===== src/rtl/inv_bus_receiver.sv =====
// ---------------------------------------------------------------------------
// inv_bus_receiver
//
// Receiving end of the active-low (inverted) parallel data bus. A word is
// sampled on the rising Clock edge while Strobe_n is low and the receiver has
// room. It is stored with its polarity restored in a two-entry skid FIFO and
// presented downstream with a Valid/Accept handshake.
//
// Handshake semantics (both sides):
//   Upstream  : a word transfers on a rising edge where Strobe_n=0 and
//               BusReady=1. With BusReady=0 the bus driver holds the word
//               until it is taken, so a refused word is neither lost nor an
//               error.
//   Downstream: the head word transfers on a rising edge where Valid=1 and
//               Accept=1. Accept is ignored while Valid=0.
//   BusReady and Valid come from the registered occupancy count only, so
//   there is no combinational path from Accept or BusIn_n to any output.
//
// Ports:
//   Clock        in   rising-edge clock
//   Reset_n      in   asynchronous reset, active low
//   BusIn_n      in   [NrOfBits] inverted data word from the bus
//   Strobe_n     in   active-low word-present strobe
//   BusParity_n  in   inverted even-parity bit accompanying BusIn_n
//   BusReady     out  receiver can take a word this cycle
//   Result       out  [NrOfBits] true-polarity head word
//   Valid        out  Result holds a valid word
//   Accept       in   downstream consumes the head word when Valid=1
//   ClearErr     in   synchronous clear of ParityErr
//   ParityErr    out  sticky parity-error flag
//
// Configuration macro:
//   INV_BUS_PARITY_EN - when defined, every captured word is checked against
//                       BusParity_n and a mismatch sets the sticky ParityErr.
//                       When undefined, BusParity_n and ClearErr are ignored
//                       and ParityErr is tied low.
// ---------------------------------------------------------------------------
module inv_bus_receiver #(
    parameter int NrOfBits = 8
) (
    input  logic                Clock,
    input  logic                Reset_n,
    input  logic [NrOfBits-1:0] BusIn_n,
    input  logic                Strobe_n,
    input  logic                BusParity_n,
    output logic                BusReady,
    output logic [NrOfBits-1:0] Result,
    output logic                Valid,
    input  logic                Accept,
    input  logic                ClearErr,
    output logic                ParityErr
);

    localparam logic [1:0] COUNT_EMPTY = 2'd0;
    localparam logic [1:0] COUNT_FULL  = 2'd2;

    logic [NrOfBits-1:0] slot_q [2];
    logic                rd_ptr_q;
    logic                wr_ptr_q;
    logic [1:0]          count_q;
    logic [1:0]          count_d;
    logic                push;
    logic                pop;

    assign BusReady = (count_q != COUNT_FULL);
    assign Valid    = (count_q != COUNT_EMPTY);
    assign Result   = slot_q[rd_ptr_q];

    assign push = ~Strobe_n & BusReady;
    assign pop  = Valid & Accept;

    // Simultaneous push and pop leaves the occupancy unchanged; at Count=2
    // push is already blocked by BusReady, so only a pop can happen there.
    always_comb begin
        count_d = count_q;
        case ({push, pop})
            2'b10:   count_d = count_q + 2'd1;
            2'b01:   count_d = count_q - 2'd1;
            default: count_d = count_q;
        endcase
    end

    always_ff @(posedge Clock or negedge Reset_n) begin
        if (!Reset_n) begin
            slot_q[0] <= '0;
            slot_q[1] <= '0;
            rd_ptr_q  <= 1'b0;
            wr_ptr_q  <= 1'b0;
            count_q   <= COUNT_EMPTY;
        end else begin
            if (push) begin
                slot_q[wr_ptr_q] <= ~BusIn_n;
                wr_ptr_q         <= ~wr_ptr_q;
            end
            if (pop) begin
                rd_ptr_q <= ~rd_ptr_q;
            end
            count_q <= count_d;
        end
    end

`ifdef INV_BUS_PARITY_EN
    logic parity_err_q;
    logic parity_err_d;
    logic word_err;

    // Even parity of the true data must equal the true parity bit; any
    // difference is an error. The word is stored regardless.
    assign word_err = (^(~BusIn_n)) ^ (~BusParity_n);

    // A fresh error on the same edge as ClearErr takes priority.
    always_comb begin
        parity_err_d = parity_err_q;
        if (ClearErr) begin
            parity_err_d = 1'b0;
        end
        if (push && word_err) begin
            parity_err_d = 1'b1;
        end
    end

    always_ff @(posedge Clock or negedge Reset_n) begin
        if (!Reset_n) begin
            parity_err_q <= 1'b0;
        end else begin
            parity_err_q <= parity_err_d;
        end
    end

    assign ParityErr = parity_err_q;
`else
    // Parity inputs have no function in this build.
    logic unused_parity_inputs;
    assign unused_parity_inputs = BusParity_n ^ ClearErr;
    assign ParityErr = 1'b0;
`endif

endmodule


===== config.mk =====
export PLATFORM = sky130hd
export DESIGN_NAME = inv_bus_receiver
export DESIGN_NICKNAME = d
export VERILOG_FILES = /design/src/rtl/inv_bus_receiver.sv
export SDC_FILE = /design/constraint.sdc
export NUM_CORES = 1
export LEC_CHECK = 0
export CAP_MARGIN = 20
export CORE_AREA = 2 2 65 67
export DETAILED_ROUTE_END_ITERATION = 6
export DIE_AREA = 0 0 67 69
export GPL_ROUTABILITY_DRIVEN = 0
export PLACE_DENSITY_LB_ADDON = 0.25
export SLEW_MARGIN = 20
export SYNTH_ARGS = -nofsm -noshare
export SYNTH_HDL_FRONTEND = slang
export SYNTH_SLANG_ARGS = --single-unit
export TNS_END_PERCENT = 5

===== constraint.sdc =====
create_clock -name Clock -period 3.3 [get_ports Clock]
set_input_delay 0.825 -clock Clock [delete_from_list [all_inputs] [get_ports Clock]]
set_output_delay 0.825 -clock Clock [all_outputs]
set_load 0.02 [all_outputs]

==> metrics.txt <==
Syn Nets=104; RSZ-0062 raised after global routing=false; clock slew at reported path FFs=0.07 ns; Final Max Slew Viols=0; count of cell types in the netlist=20; drt initial violations=9; Slew headroom=39.5%; vias per inst=3.91; Post-synth EDFFs=0; Synth area leaders=dfrtp_1 54%, mux2i_1 17%, inv_1 6.9%; crit-path cells=nand2_1 > o21ai_0 > clkdlybuf4s50_1; Pwr Density=1030 nW/um^2; Buf+Inv Stages, Crit Path=1; GR Util All Layers=8.72%; initial antenna violation count=0; share of the synthesized area in the top cell type=53.8%; pre-CTS WS=0.933 ns; Die Ht=69 um; Initial Util=23.8%; status=complete, no violations; Setup crit start kind=flop; Leak=0.606 nW; Syn-to-layout area delta=33.2%; Final setup viols=0; minimum period implied by the final worst setup slack=2.59 ns; Final Cell Area=1240 um^2; DRT antenna net count=0; Critical-path top delay cell=dfrtp_1; critical path arrival=1.76 ns; WL/cell=10.8 um; Std-Cell Rows=23; # resized after CTS=0; Max-Cap Viols=0; Port-buffer cells=21; Post-Syn Instances=89; fin crit share=78.4%; Clock Latency Late Sink=0.25 ns; Root Buffer=clkbuf_8; Post-Syn Area=931 um^2; antenna cells=0; Critical Path RT=2.47 ns; Worst Clk Skew=0.00220 ns; Synth Flop Type=dfrtp_1; placed inst area=1180 um^2; Final TNS setup=0 ns; commonest cells in the synthesized netlist=20 x dfrtp_1, 17 x inv_1, 16 x mux2i_1; most frequent cell after synthesis=dfrtp_1; maximum operating frequency=386 MHz; first-pass GRT wire length=3010 um; Syn Area/Cell=10.5 um^2; remaining routing DRC violations=0; CP max FO=17; #FFs+latches synth=20; Layout fillers=415; WL final=1730 um; worst slew pin tran=0.904 ns; # nets final=126; TritonCTS Buffers=3; CTS sink count=20; Hold Path Class=reg -> reg; register area share after synthesis=53.8%; largest net degree at the start of global routing=21; CTS Hold Buffers Added=0; Post-CTS Setup Bufs=0; critical path's largest stage delay=0.67 ns; number of global-route vias before repair=663; Max H-tree Level=1; largest area contributor in the netlist=dfrtp_1; Die Span X=67 um; CP Capture Type=primary output; 1st-pass router iterations=3; core area=3910 um^2; synth warn=0; grt ovf=0; kind of critical path=reg -> out; Worst VDD drop=0.461 mV; worst hold slack=0.489 ns; num ports=25; CTS tree=done; final HPWL from detailed placement=1290 um; fin worst setup slack=0.712 ns; Final Hold Viols=0; clock buffer depth=2; Die ar.=4620 um^2; fraction of registers with async set or reset after synthesis=100%; CP delay by family, top=flip-flops; DR vias=625; share of layout cells above drive strength 1=7.27%
==> layout by cell type (no fill, tap or decap), drive strengths merged, types with 2 or more instances in the layout <==
cell type / count
clkbuf: 4
clkdlybuf4s50: 21
dfrtp: 20
inv: 17
mux2i: 16
nand2: 9
o21ai: 9
or2: 2
xnor2: 2
xor2: 2
==> power breakdown <==
group	switching, W	internal (W)
registers	0.0000828	0.000373
clock network	0.0000754	0.000106
logic	0.000322	0.000315
total	0.000480	0.000793
==> final timing paths <==
check,from,to,slack (ns),cells past startpoint
worst max-delay path,rd_ptr_q$_DFFE_PN0P_,Result[1],0.71,3
worst min-delay path,count_q[1]$_DFFE_PN0P_,count_q[1]$_DFFE_PN0P_,0.49,1
worst max register to register,count_q[1]$_DFFE_PN0P_,count_q[1]$_DFFE_PN0P_,1.74,5
worst min register to register,count_q[1]$_DFFE_PN0P_,count_q[1]$_DFFE_PN0P_,0.49,1
max in group asynchronous,Reset_n,slot_q[8]$_DFFE_PN0P_,1.67,1
min in group asynchronous,Reset_n,slot_q[15]$_DFFE_PN0P_,1.08,1
==> per-layer routing <==
metal	share of wire (%)	track usage, %	up-vias
li1	-	-	321
met1	42	9.57	290
met2	52	14.6	12
met3	5.3	2.61	2
met4	1.1	4.76	0
met5	0	0	-
==> worst register-to-register path: stages (launching register included) <==
cell and delay [ns]:
dfrtp_1 0.40, nor2b_2 0.18, or2_2 0.28, ha_1 0.33, nor2_1 0.14, xor2_1 0.16
==> registers in the layout (all words and copies together) (netlist names) <==
name,flops
rd_ptr_q,1
slot_q,16
wr_ptr_q,1
count_q,2
==> cells by family (layout without fill, tap and decap cells) <==
group | after synthesis | after routing | synth area share (%)
AO/OA/AOI/OAI | 9 | 9 | 4.84
XOR/XNOR | 4 | 4 | 3.76
adder cells (fa/ha/maj) | 1 | 1 | 1.34
buffers and inverters | 22 | 43 | 10.2
flip-flops | 20 | 20 | 53.8
multiplexers | 16 | 16 | 17.2
other | 1 | 1 | 0.403
AND/OR/NAND/NOR | 16 | 16 | 8.47
==> stage by stage <==
step | util, % | total power, W | std cells
floorplan | - | 0.000852 | 89
global placement | 30.3 | 0.00109 | 156
detailed placement | 30.3 | 0.00111 | 156
CTS | 31.7 | 0.00130 | 160
global route | 31.7 | 0.00138 | 160
finish | 31.7 | 0.00127 | 160
==> layout make-up <==
| class | count | area [um^2] | area share, % |
|---|---|---|---|
| Multi-Input combinational cell | 47 | 340 | 27.4 |
| Clock buffer | 4 | 55.1 | 4.44 |
| Inverter | 17 | 63.8 | 5.15 |
| Timing Repair Buffer | 22 | 218 | 17.6 |
| Tap cell | 50 | 62.6 | 5.05 |
| Sequential cell | 20 | 500 | 40.4 |
(Power assumes the default switching activity.)
